==> src/rtl/card_deal_data_path_pkg.sv <==
// Shared constants, FSM encoding and index helpers for the blackjack card-deal datapath.
package card_pkg;

  localparam int unsigned DECK_SIZE = 52;
  localparam int unsigned RANK_W    = 4;
  localparam int unsigned SUIT_W    = 2;
  localparam int unsigned IDX_W     = 6;

  localparam logic [15:0] DEF_SEED      = 16'hACE1;
  localparam logic [15:0] DEF_LFSR_TAPS = 16'hB400;

  typedef enum logic {
    ST_IDLE  = 1'b0,
    ST_PROBE = 1'b1
  } deal_state_e;

  // Map a raw 6-bit random value (0..63) onto a deck position (0..51).
  function automatic logic [IDX_W-1:0] fold_idx(input logic [IDX_W-1:0] c);
    return (c >= IDX_W'(DECK_SIZE)) ? c - IDX_W'(DECK_SIZE) : c;
  endfunction

  function automatic logic [IDX_W-1:0] next_idx(input logic [IDX_W-1:0] idx);
    return (idx == IDX_W'(DECK_SIZE - 1)) ? '0 : idx + 1'b1;
  endfunction

endpackage

==> src/rtl/card_deal_data_path_if.sv <==
// Bundle between the seed-random control path and the card-deal datapath.
interface card_deal_data_path_if;
  import card_pkg::*;

  logic              state_i;
  logic              shuffle_i;
  logic              card_valid_o;
  logic [IDX_W-1:0]  card_idx_o;
  logic [RANK_W-1:0] card_rank_o;
  logic [SUIT_W-1:0] card_suit_o;
  logic              busy_o;
  logic [IDX_W-1:0]  cards_left_o;
  logic              deck_empty_o;

  modport master (
    output state_i, shuffle_i,
    input  card_valid_o, card_idx_o, card_rank_o, card_suit_o,
           busy_o, cards_left_o, deck_empty_o
  );

  modport slave (
    input  state_i, shuffle_i,
    output card_valid_o, card_idx_o, card_rank_o, card_suit_o,
           busy_o, cards_left_o, deck_empty_o
  );

endinterface

==> src/rtl/card_deal_data_path_lfsr.sv <==
// Free-running 16-bit Galois LFSR, the randomness source for card draws.
module card_lfsr #(
  parameter logic [15:0] SEED = card_pkg::DEF_SEED,
  parameter logic [15:0] TAPS = card_pkg::DEF_LFSR_TAPS
) (
  input  logic        clk_dp_i,
  input  logic        rst_dp_i,
  output logic [15:0] lfsr_o
);

  always_ff @(posedge clk_dp_i) begin
    if (!rst_dp_i) begin
      lfsr_o <= SEED;
    end else begin
      lfsr_o <= (lfsr_o >> 1) ^ (lfsr_o[0] ? TAPS : '0);
    end
  end

endmodule

==> src/rtl/card_deal_data_path.sv <==
// Deals one unique card per IDLE->SEND edge of the control path, probing
// linearly past already-dealt cards until the deck is reshuffled.
module card_deal_data_path
  import card_pkg::*;
#(
  parameter logic [15:0] SEED      = DEF_SEED,
  parameter logic [15:0] LFSR_TAPS = DEF_LFSR_TAPS
) (
  input  logic                   clk_dp_i,
  input  logic                   rst_dp_i,
  card_deal_data_path_if.slave   deal
);

  logic [15:0]          lfsr_q;
  logic                 unused_lfsr_hi;
  deal_state_e          fsm_q, fsm_d;
  logic                 state_q;
  logic                 req;
  logic [DECK_SIZE-1:0] used_q, used_d;
  logic [IDX_W-1:0]     probe_q, probe_d;
  logic [IDX_W-1:0]     left_q, left_d;
  logic                 empty_q, empty_d;
  logic                 valid_q, valid_d;
  logic [IDX_W-1:0]     cidx_q, cidx_d;
  logic [RANK_W-1:0]    rank_q, rank_d;
  logic [SUIT_W-1:0]    suit_q, suit_d;

  card_lfsr #(
    .SEED (SEED),
    .TAPS (LFSR_TAPS)
  ) u_lfsr (
    .clk_dp_i (clk_dp_i),
    .rst_dp_i (rst_dp_i),
    .lfsr_o   (lfsr_q)
  );

  assign unused_lfsr_hi = ^lfsr_q[15:IDX_W];

  assign req = deal.state_i & ~state_q;

  always_comb begin
    fsm_d   = fsm_q;
    used_d  = used_q;
    probe_d = probe_q;
    left_d  = left_q;
    empty_d = empty_q;
    valid_d = 1'b0;
    cidx_d  = cidx_q;
    rank_d  = rank_q;
    suit_d  = suit_q;

    unique case (fsm_q)
      ST_IDLE: begin
        if (deal.shuffle_i) begin
          used_d  = '0;
          left_d  = IDX_W'(DECK_SIZE);
          empty_d = 1'b0;
        end else if (req && (left_q != '0)) begin
          probe_d = fold_idx(lfsr_q[IDX_W-1:0]);
          fsm_d   = ST_PROBE;
        end
      end
      ST_PROBE: begin
        if (deal.shuffle_i) begin
          used_d  = '0;
          left_d  = IDX_W'(DECK_SIZE);
          empty_d = 1'b0;
          fsm_d   = ST_IDLE;
        end else if (used_q[probe_q]) begin
          probe_d = next_idx(probe_q);
        end else begin
          used_d[probe_q] = 1'b1;
          left_d  = left_q - 1'b1;
          empty_d = (left_q == IDX_W'(1));
          valid_d = 1'b1;
          cidx_d  = probe_q;
          rank_d  = probe_q[5:2] + 1'b1;
          suit_d  = probe_q[1:0];
          fsm_d   = ST_IDLE;
        end
      end
      default: fsm_d = ST_IDLE;
    endcase
  end

  always_ff @(posedge clk_dp_i) begin
    if (!rst_dp_i) begin
      fsm_q   <= ST_IDLE;
      state_q <= 1'b0;
      used_q  <= '0;
      probe_q <= '0;
      left_q  <= IDX_W'(DECK_SIZE);
      empty_q <= 1'b0;
      valid_q <= 1'b0;
      cidx_q  <= '0;
      rank_q  <= '0;
      suit_q  <= '0;
    end else begin
      fsm_q   <= fsm_d;
      state_q <= deal.state_i;
      used_q  <= used_d;
      probe_q <= probe_d;
      left_q  <= left_d;
      empty_q <= empty_d;
      valid_q <= valid_d;
      cidx_q  <= cidx_d;
      rank_q  <= rank_d;
      suit_q  <= suit_d;
    end
  end

  assign deal.card_valid_o = valid_q;
  assign deal.card_idx_o   = cidx_q;
  assign deal.card_rank_o  = rank_q;
  assign deal.card_suit_o  = suit_q;
  assign deal.busy_o       = (fsm_q == ST_PROBE);
  assign deal.cards_left_o = left_q;
  assign deal.deck_empty_o = empty_q;

endmodule

==> src/flat_wrapper.sv <==
// flat-port wrapper written by rule: the top's interface ports become plain ports
module card_deal_data_path_flat import card_pkg::*;
#(
  parameter logic [15:0] SEED      = DEF_SEED,
  parameter logic [15:0] LFSR_TAPS = DEF_LFSR_TAPS
)
  (clk_dp_i, rst_dp_i, deal_state_i, deal_shuffle_i, deal_card_valid_o, deal_card_idx_o, deal_card_rank_o, deal_card_suit_o, deal_busy_o, deal_cards_left_o, deal_deck_empty_o);
  card_deal_data_path_if deal_i ();
  input  logic clk_dp_i;
  input  logic rst_dp_i;
  input wire logic [$bits(deal_i.state_i)-1:0] deal_state_i;
  input wire logic [$bits(deal_i.shuffle_i)-1:0] deal_shuffle_i;
  output wire logic [$bits(deal_i.card_valid_o)-1:0] deal_card_valid_o;
  output wire logic [$bits(deal_i.card_idx_o)-1:0] deal_card_idx_o;
  output wire logic [$bits(deal_i.card_rank_o)-1:0] deal_card_rank_o;
  output wire logic [$bits(deal_i.card_suit_o)-1:0] deal_card_suit_o;
  output wire logic [$bits(deal_i.busy_o)-1:0] deal_busy_o;
  output wire logic [$bits(deal_i.cards_left_o)-1:0] deal_cards_left_o;
  output wire logic [$bits(deal_i.deck_empty_o)-1:0] deal_deck_empty_o;
  assign deal_i.state_i = deal_state_i;
  assign deal_i.shuffle_i = deal_shuffle_i;
  assign deal_card_valid_o = deal_i.card_valid_o;
  assign deal_card_idx_o = deal_i.card_idx_o;
  assign deal_card_rank_o = deal_i.card_rank_o;
  assign deal_card_suit_o = deal_i.card_suit_o;
  assign deal_busy_o = deal_i.busy_o;
  assign deal_cards_left_o = deal_i.cards_left_o;
  assign deal_deck_empty_o = deal_i.deck_empty_o;
  card_deal_data_path #(.SEED(SEED), .LFSR_TAPS(LFSR_TAPS)) u_core (.clk_dp_i(clk_dp_i), .rst_dp_i(rst_dp_i), .deal(deal_i));
endmodule
==> config.mk <==
export PLATFORM = sky130hd
export DESIGN_NAME = card_deal_data_path_flat
export DESIGN_NICKNAME = d
export VERILOG_FILES = /design/src/rtl/card_deal_data_path_pkg.sv /design/src/rtl/card_deal_data_path_if.sv /design/src/rtl/card_deal_data_path_lfsr.sv /design/src/rtl/card_deal_data_path.sv /design/src/flat_wrapper.sv
export SDC_FILE = /design/constraint.sdc
export NUM_CORES = 1
export LEC_CHECK = 0
export CORE_MARGIN = 2
export CORE_UTILIZATION = 64
export DETAILED_ROUTE_END_ITERATION = 10
export GPL_TIMING_DRIVEN = 0
export PLACE_DENSITY = 0.83
export SETUP_SLACK_MARGIN = 0.3
export SLEW_MARGIN = 20
export SYNTH_ARGS = -nofsm -noshare
export SYNTH_HDL_FRONTEND = slang
export SYNTH_SLANG_ARGS = --single-unit
==> constraint.sdc <==
create_clock -name clk_dp_i -period 4.9 [get_ports clk_dp_i]
set_clock_uncertainty 0.1 [all_clocks]
set_input_delay 0.49 -clock clk_dp_i [delete_from_list [all_inputs] [get_ports clk_dp_i]]
set_output_delay 0.49 -clock clk_dp_i [all_outputs]
set_load 0.01 [all_outputs]
# [Word-level counts from Yosys, hierarchy flattened]
# Index checks and enable logic that the tools add are counted.
[classes] n_addsub=4 magnitude_cmp=3 n_eq_ne=8 muxes=30 bitwise=8 n_reduce_logical=7
[op_table] cell="$mux 52" n=3
[op_table] cell="$pmux 52 s2" n=1
[op_table] cell="$mux 6" n=9
[op_table] cell="$or 52x52->52" n=1
[op_table] cell="$pmux 6 s2" n=2
[op_table] cell="$mux 16" n=1
[op_table] cell="$xor 15x16->16" n=1
[op_table] cell="$mux 1" n=10
[op_table] cell="$ne 2x2->1 const B" n=4
[op_table] cell="$lt 6x7->1 const B" n=1
[op_table] cell="$add 6x1->6 const B" n=1
[op_table] cell="$bmux 1 s6" n=1
[op_table] cell="$demux 1 s6" n=1
[op_table] cell="$eq 6x1->1 const B" n=1
[op_table] cell="$eq 6x6->1 const B" n=1
[op_table] cell="$ge 6x1->1 const B" n=1
[op_table] cell="$ge 6x6->1 const B" n=1
[op_table] cell="$reduce_bool 6->1" n=1
[op_table] cell="$sub 6x1->6 const B" n=1
[op_table] cell="$sub 6x6->6 const B" n=1
[op_table] cell="$not 1->1" n=5
[op_table] cell="$add 4x1->4 const B" n=1
[op_table] cell="$pmux 1 s2" n=2
[op_table] cell="$reduce_and 4->1" n=1
[op_table] cell="other kinds (7)" n=8
[totals] register_bits=96 input_bits=4 out_inout_bits=21 word_cells=71

# [Logic depth before layout (Yosys ltp)]
# Gate-level depths: netlist of run 1.
[logic_depth] word_depth=8 ltp_mapped=12 depth_no_buf=8

# [By module]
# From an unflattened synthesis of run 1, not the netlist that was laid out.
[unflattened] hier_cells=422 hier_area_um2=4083.9
[by_module_without_submodules] module="card_deal_data_path" n_inst=1 cells_per_inst=386 area_each_um2=3631.0 seq_area_each_um2=1561.5
[by_module_without_submodules] module="card_lfsr" n_inst=1 cells_per_inst=36 area_each_um2=452.9 seq_area_each_um2=320.3

# [Least setup slack after synthesis of run 1]
# OpenSTA, ideal clock, no wires.
[synth_timing] path_type="reg-to-reg" from="reg u_core.probe_q[0]" to="reg u_core.cidx_q[2] (netlist: u_core.deal.card_idx_o[2])" setup_ns=0.119 arrival_time_ns=2.006 required_ns=4.681 setup_slack_ns=2.675 path_stages_with_launch=9 n_path_buf=2 period_less_slack_ns=2.225 cell_sequence="dfxtp_1 -> buf_6 -> mux4_2 -> nand4_1 -> o311ai_1 -> a21o_1 -> or3_4 -> buf_6 -> mux2i_1"
[synth_between] elab_chain_cells=4
[synth_rtl] item="from (decl)" line_no="card_deal_data_path.sv:20" text="logic [IDX_W-1:0] probe_q, probe_d;"
[synth_rtl] item="from (signal assigned)" line_no="card_deal_data_path.sv:102" text="probe_q <= probe_d;"
[synth_rtl] item="$bmux 1 s6" line_no="card_deal_data_path.sv:69" text="end else if (used_q[probe_q]) begin"
[synth_rtl] item="$mux 1 (implied by the code)" line_no="card_deal_data_path.sv:69"
[synth_rtl] item="$not 1->1 (no source line)"
[synth_rtl] item="$reduce_and 3->1 (no source line)"
[synth_rtl] item="to (signal assigned)" line_no="card_deal_data_path.sv:106" text="cidx_q <= cidx_d;"
[synth_rtl] item="to (decl)" line_no="card_deal_data_path.sv:24" text="logic [IDX_W-1:0] cidx_q, cidx_d;"
# No other way between the ends. The select of a mux whose other input is x is not followed.
# A chain may end at the register's enable or synchronous reset.

# [Final worst setup path of run 1]
[layout_timing] from="reg u_core.probe_q[3]" to="reg u_core.used_q[19]"
[layout_between] elab_chain_cells=8 word_cells_on_any_way=13 cone_classes="order compare (2); eq/ne (1); mux (7); bitwise (1); reduce/logical (2)"
[layout_rtl] item="$lt 6x7->1 (implied by the code) / $ge 6x1->1 (equally long branches)" line_no="card_deal_data_path.sv:72" text="used_d[probe_q] = 1'b1;"
[layout_rtl] item="$logic_and 1x1->1 (implied by the code)" line_no="card_deal_data_path.sv:72"
[layout_rtl] item="$mux 1 (implied by the code)" line_no="card_deal_data_path.sv:72"
[layout_rtl] item="$demux 1 s6"
[layout_rtl] item="$or 52x52->52 (no source line)"
[layout_rtl] item="$mux 52" line_no="card_deal_data_path.sv:69"
[layout_rtl] item="$mux 52" line_no="card_deal_data_path.sv:64" text="if (deal.shuffle_i) begin"
[layout_rtl] item="$pmux 52 s2" line_no="card_deal_data_path.sv:52" text="unique case (fsm_q)"
[layout_rtl] item="to (signal assigned)" line_no="card_deal_data_path.sv:101" text="used_q <= used_d;"
[layout_rtl] item="to (decl)" line_no="card_deal_data_path.sv:19" text="logic [DECK_SIZE-1:0] used_q, used_d;"
# Several ways; a longest one is shown, not always the timed one. The select of a mux whose other input is x is not followed.

==> results.sh, run 1 <==
export IMPL_status="finished, final reports clean"
export IMPL_cts_tree="built"
export IMPL_synthesis_nets=483
export IMPL_drc_errors=0
export IMPL_netlist_cell_type_count=54
export IMPL_clk_pin_slew_ps=90
export IMPL_die_h_um=85.6
export IMPL_nNetsFinal=518
export IMPL_vias=3978
export IMPL_io_pins=25
export IMPL_pre_cts_ws_ps=2130
export IMPL_swShare_pct=25.0
export IMPL_routed_wl_um=11200
export IMPL_drv_slew=0
export IMPL_start_util_pct=66.7
export IMPL_vias_per_cell=6.78
export IMPL_drive_gt1_share_pct=10.4
export IMPL_place_area_um2=4590
export IMPL_ys_flop_type="dfxtp_1"
export IMPL_cp_start_kind="flop"
export IMPL_min_path_type="flop to flop"
export IMPL_cts_resized=0
export IMPL_reg2reg_slack_ps=2020
export IMPL_port_buffers=24
export IMPL_ctsHoldBuffers=0
export IMPL_row_count=29
export IMPL_total_power_mw=1.48
export IMPL_power_switching_mw=0.370
export IMPL_finish_instance_area_um2=4810
export IMPL_intPower_mw=1.11
export IMPL_antenna_found_initial=0
export IMPL_clk_latency_ps=360
export IMPL_synthCells=471
export IMPL_diodes=0
export IMPL_crit_path_end_kind="flop"
export IMPL_syn_area_um2=4260
export IMPL_critPathKind="flop to flop"
export IMPL_post_route_period_util_pct=58.8
export IMPL_synth_edf_count=0
export IMPL_drv_cap=0
export IMPL_die_area_um2=7320
export IMPL_drtPass1Iterations=5
export IMPL_cts_sinks=94
export IMPL_finalHoldViolCount=0
export IMPL_routedWlPerCell_um=19.2
export IMPL_grt_start_max_net_pins=16
export IMPL_cp_required_ps=5030
export IMPL_powerDensity_nw_per_um2=308
export IMPL_die_x_um=85.6
export IMPL_grt_pass1_vias=3649
export IMPL_reg2reg_depth=10
export IMPL_max_vdd_ir_drop_v=0.000293
export IMPL_finalCriticalPeriod_ps=2880
export IMPL_synth_seq_area_share_pct=44.2
export IMPL_tightestPinTransition_ps=1190
export IMPL_overflow=0
export IMPL_fmax_mhz=347
export IMPL_clkPwrFrac_pct=37.4
export IMPL_gr_usage_all_layers_pct=32.2
export IMPL_core_area_um2=6390
export IMPL_hpwl_um=7590
export IMPL_instances_no_fill=587
export IMPL_async_flop_share_pct=0
export IMPL_syn2layout_area_growth_pct=13.1
export IMPL_setup_viol=0
export IMPL_hold_path_depth=1
export IMPL_numCtsBuffers=9
export IMPL_relSlewSlack_pct=20.2
export IMPL_dpl_cell_count=572
export IMPL_rsz0062_at_grt="no"
export IMPL_routabilityCongestion=0.951
export IMPL_setup_tns_ps=0
export IMPL_ant_nets=0
export IMPL_cts_path_max_buffers=2
export IMPL_synth_seq_cells=94
export IMPL_path_max_fanout=10
export IMPL_cp_arrival_ps=3010
export IMPL_drt_iter0_markers=516
export IMPL_postCtsSetupBuffers=0
export IMPL_ctsRootBufferMaster="clkbuf_8"
export IMPL_grt_pass1_wl_um=18500
export IMPL_worst_slack_ps=2020
export IMPL_p_leak_nw=1.74
export IMPL_postLayoutCoreUtil_pct=75.4
export IMPL_hold_ws_ps=314
export IMPL_p_seq_share_pct=53.0
export IMPL_combinationalPowerShare_pct=9.6
export IMPL_h_tree_depth=3
export IMPL_syn_area_per_cell_um2=9.04
export IMPL_yosys_warnings=0
[Yosys cell counts, types with 4 or more instances]
cell type  number  area, um2
mux2i_1        25        250
o22ai_1         4       25.0
nand2_1        41        154
xnor2_1         5       43.8
and2_1          6       37.5
ha_1            8        100
o21ai_0         9       45.0
a21oi_1        13       65.1
buf_4           5       37.5
a41oi_1        47        412
nor3_1          8       40.0
nand4_1         9       56.3
nand3_1         8       40.0
clkbuf_1       20       75.1
inv_1          16       60.1
nor2_1         66        248
nand2b_1        8       50.1
a22oi_1         7       52.6
buf_2          14       70.1
dfxtp_1        94       1880
[routing by layer]
layer	global-route usage (%)	wire length [um]
met5	0	0
met4	12.3	303
met3	7.22	1190
met2	48.7	5090
met1	45.1	4660
[sequential cells by signal (all words and copies together) (netlist names)]
name / count
u_core.deal.card_suit_o: 1
u_core.u_lfsr.lfsr_o: 16
u_core.deal.card_valid_o: 1
u_core.used_q: 52
u_core.state_q: 1
u_core.deal.cards_left_o: 6
u_core.probe_q: 6
u_core.deal.deck_empty_o: 1
u_core.deal.card_idx_o: 5
u_core.deal.card_rank_o: 4
u_core.deal.busy_o: 1
[final timing paths]
check	startpoint	to
worst max-delay path	u_core.probe_q[3]$_SDFFE_PN0P_	u_core.used_q[19]$_SDFFE_PN0P_
worst min-delay path	u_core.u_lfsr.lfsr_o[7]$_SDFF_PN1_	u_core.u_lfsr.lfsr_o[6]$_SDFF_PN1_
worst max register to register	u_core.probe_q[3]$_SDFFE_PN0P_	u_core.used_q[19]$_SDFFE_PN0P_
worst min register to register	u_core.u_lfsr.lfsr_o[7]$_SDFF_PN1_	u_core.u_lfsr.lfsr_o[6]$_SDFF_PN1_
[critical path, cell delays in order (launching register included)]
cell and delay [ps]:
dfxtp_1 340, buf_2 230, inv_1 170, nor3b_2 560
nand3_1 260, and4_1 260, buf_2 170, buf_4 190
buf_2 200, a41oi_1 210, nor2_1 60
[cell type report]
type / instances / area (um2)
Buffer: 41 / 205
Clock buffer: 10 / 128
Clock inverter: 5 / 83.8
Fill cell: 461 / 1570
Inverter: 17 / 63.8
Multi-Input combinational cell: 319 / 2120
Sequential cell: 94 / 1880
Tap cell: 77 / 96.3
Timing Repair Buffer: 24 / 240
[power by group through the flow]
stage                     Combinational (mW)  Sequential, mW  Clock (mW)
after floorplan                       0.0956           0.802           0
after detailed placement               0.135           0.803           0
final                                  0.143           0.785       0.554
after global routing                   0.152           0.787       0.589
after CTS                              0.137           0.785       0.555
after global placement                 0.133           0.802           0
[placed cells by master, fill, tap and decap left out, types with 3 or more instances in the layout]
cell type / instances
a21oi_1: 13
a22oi_1: 7
a31oi_1: 3
a41oi_1: 47
and2_1: 6
buf_2: 14
buf_4: 5
clkbuf_1: 21
clkbuf_8: 9
clkdlybuf4s50_1: 24
dfxtp_1: 94
ha_1: 8
inv_1: 16
mux2_2: 3
mux2i_1: 25
nand2_1: 41
nand2b_1: 8
nand3_1: 8
nand3b_1: 3
nand4_1: 9
nor2_1: 66
nor2b_1: 3
nor3_1: 6
nor3_2: 3
nor3b_2: 3
nor4_1: 3
o211ai_1: 3
o21ai_0: 9
o22ai_1: 4
xnor2_1: 5
[kinds of logic (layout without fill, tap and decap cells)]
| group | count (synthesis) | after routing | synth area share [%] |
|---|---|---|---|
| simple gates | 166 | 166 | 18.6 |
| compound gates | 109 | 109 | 19.5 |
| flops | 94 | 94 | 44.2 |
| buf+inv | 58 | 97 | 6.32 |
| mux | 30 | 30 | 7.73 |
| fa+ha+maj | 8 | 8 | 2.35 |
| xor+xnor | 6 | 6 | 1.23 |
(Power assumes the default switching activity.)
==> run 2, diff against run 1 <==
--- a/config.mk
+++ b/config.mk
@@ -6,10 +6,10 @@
 export NUM_CORES = 1
 export LEC_CHECK = 0
 export CORE_MARGIN = 2
-export CORE_UTILIZATION = 64
+export CORE_UTILIZATION = 59
 export DETAILED_ROUTE_END_ITERATION = 10
 export GPL_TIMING_DRIVEN = 0
-export PLACE_DENSITY = 0.83
+export PLACE_DENSITY = 0.77
 export SETUP_SLACK_MARGIN = 0.3
 export SLEW_MARGIN = 20
 export SYNTH_ARGS = -nofsm -noshare
==> constraint.sdc (replaced) <==
create_clock -name clk_dp_i -period 2.7 [get_ports clk_dp_i]
set_clock_uncertainty 0.1 [all_clocks]
set_input_delay 0.27 -clock clk_dp_i [delete_from_list [all_inputs] [get_ports clk_dp_i]]
set_output_delay 0.27 -clock clk_dp_i [all_outputs]
set_load 0.01 [all_outputs]
==> run 2 against run 1 <==
Effect of this change: highest routed layer unchanged; clock power rose by 90%; sequential share of layout area fell by 2.2 points; via count fell by 0.33%; first-iteration DRC count rose by 6.2%; sequential cell count did not move; sequential power rose by 82%; critical path type unchanged; critical path depth fell by 2; worst setup slack got worse by 1800 ps; non-clock buffer count rose by 10; power rose by 87%; worst hold slack got worse by 13 ps; cell count rose by 5.1%.
==> results.sh, run 2 (same netlist as run 1, synthesis figures left out) <==
export IMPL_slowest_stage="dfxtp_2"
export IMPL_reg2reg_from="u_core.probe_q[2]$_SDFFE_PN0P_"
export IMPL_nNetsFinal=528
export IMPL_critPathKind="flop to flop"
export IMPL_place_area_um2=4620
export IMPL_max_vdd_ir_drop_v=0.000540
export IMPL_drv_slew=0
export IMPL_finalCriticalPeriod_ps=2440
export IMPL_post_route_period_util_pct=90.3
export IMPL_total_power_mw=2.77
export IMPL_path_max_fanout=10
export IMPL_hp_start="u_core.u_lfsr.lfsr_o[7]$_SDFF_PN1_"
export IMPL_vias=3965
export IMPL_routedWlPerCell_um=19.2
export IMPL_numCtsBuffers=9
export IMPL_drive_gt1_share_pct=17.3
export IMPL_cp_start_kind="flop"
export IMPL_reg_top3="u_core.used_q x52, u_core.u_lfsr.lfsr_o x16"
export IMPL_finalHoldViolCount=0
export IMPL_relSlewSlack_pct=20.0
export IMPL_port_buffers=24
export IMPL_crit_chain="clkbuf_4 -> nand2_1 -> a211oi_1 -> o311ai_4 -> a21o_1 -> or3_4 -> buf_8 -> mux2i_2"
export IMPL_crit_path_end_kind="flop"
export IMPL_cp_required_ps=2900
export IMPL_top_register="u_core.used_q"
export IMPL_core_area_um2=6910
export IMPL_die_x_um=88.9
export IMPL_overflow=0
export IMPL_drtPass1Iterations=5
export IMPL_h_tree_depth=3
export IMPL_cts_tree="built"
export IMPL_p_leak_nw=1.82
export IMPL_rsz0062_at_grt="yes"
export IMPL_gr_usage_all_layers_pct=30.3
export IMPL_antenna_found_initial=0
export IMPL_final_common_cell="dfxtp_1"
export IMPL_status="finished, final reports clean"
export IMPL_syn2layout_area_growth_pct=20.4
export IMPL_vias_per_cell=6.43
export IMPL_cts_sinks=94
export IMPL_diodes=0
export IMPL_start_util_pct=61.6
export IMPL_final_cell_mix="91 x dfxtp_1, 63 x nor2_1, 43 x a41oi_1"
export IMPL_ant_nets=0
export IMPL_postLayoutCoreUtil_pct=74.2
export IMPL_drt_iter0_markers=548
export IMPL_min_path_type="flop to flop"
export IMPL_drc_errors=0
export IMPL_clk_pin_slew_ps=100
export IMPL_setup_viol=0
export IMPL_ctsHoldBuffers=0
export IMPL_largest_reg_flops=52
export IMPL_crit_start="u_core.probe_q[2]$_SDFFE_PN0P_"
export IMPL_critPathBufInv=2
export IMPL_drv_cap=0
export IMPL_die_h_um=88.9
export IMPL_grt_pass1_wl_um=18100
export IMPL_row_count=30
export IMPL_finish_instance_area_um2=5120
export IMPL_fmax_mhz=410
export IMPL_routed_wl_um=11800
export IMPL_io_pins=25
export IMPL_pre_cts_ws_ps=-18.0
export IMPL_hpwl_um=7680
export IMPL_grt_pass1_vias=3574
export IMPL_critPathMaxStageDelay_ps=430
export IMPL_die_area_um2=7910
export IMPL_cts_path_max_buffers=2
export IMPL_grt_start_max_net_pins=17
export IMPL_tightestPinTransition_ps=1190
export IMPL_cp_arrival_ps=2640
export IMPL_ctsRootBufferMaster="clkbuf_8"
export IMPL_routabilityCongestion=0.907
export IMPL_clk_latency_ps=370
export IMPL_worst_slack_ps=263
export IMPL_crit_family="compound AO/OA/AOI/OAI gates"
export IMPL_powerDensity_nw_per_um2=541
==> run 2: repair_timing <==
action | 4_1_cts | 5_1_grt
setup buffers | 7 | 3
pin swaps | 3 | 4
cloned | 0 | 0
setup endpoints to repair | 76 | 74
gates resized for setup | 27 | 35
==> run 2: final timing paths <==
check	to	slack, ps	depth (start not counted)
worst max-delay path	u_core.deal.card_rank_o[2]$_SDFFE_PN0P_	260	8
worst min-delay path	u_core.u_lfsr.lfsr_o[6]$_SDFF_PN1_	300	1
worst max register to register	u_core.deal.card_rank_o[2]$_SDFFE_PN0P_	260	8
worst min register to register	u_core.u_lfsr.lfsr_o[6]$_SDFF_PN1_	300	1
==> run 2: report_power, final <==
part / switching, mW / total, mW / internal [mW] / leakage (nW)
Clock: 0.520 / 1.05 / 0.529 / 0.104
Sequential: 0.0149 / 1.43 / 1.41 / 0.764
Combinational: 0.187 / 0.296 / 0.109 / 0.957
Total: 0.722 / 2.77 / 2.05 / 1.82
==> run 2: metal layers <==
layer	GRT usage, %	part of all wire [%]	vias to the layer above
met5	0	0	-
met4	10.2	2.4	0
met3	7.39	9.3	35
met2	46.7	46	229
met1	42.0	42	1883
li1	-	-	1818
==> run 2: layout make-up <==
type / instances / area [um2]
multi-input cells: 319 / 2240
clock buffers: 10 / 128
plain buffers: 41 / 273
clock inverters: 6 / 92.6
flip-flops and latches: 94 / 1890
repair buffers: 34 / 315
fillers: 556 / 1780
well taps: 96 / 120
inverters: 17 / 67.6
==> run 2: stage by stage <==
step                      TNS (ps)  instances  hold slack (ps)
after floorplan                  0        471              286
after global placement           0        591              289
after detailed placement     -18.0        591              296
after CTS                        0        614              311
after global routing             0        617              333
final                            0        617              300
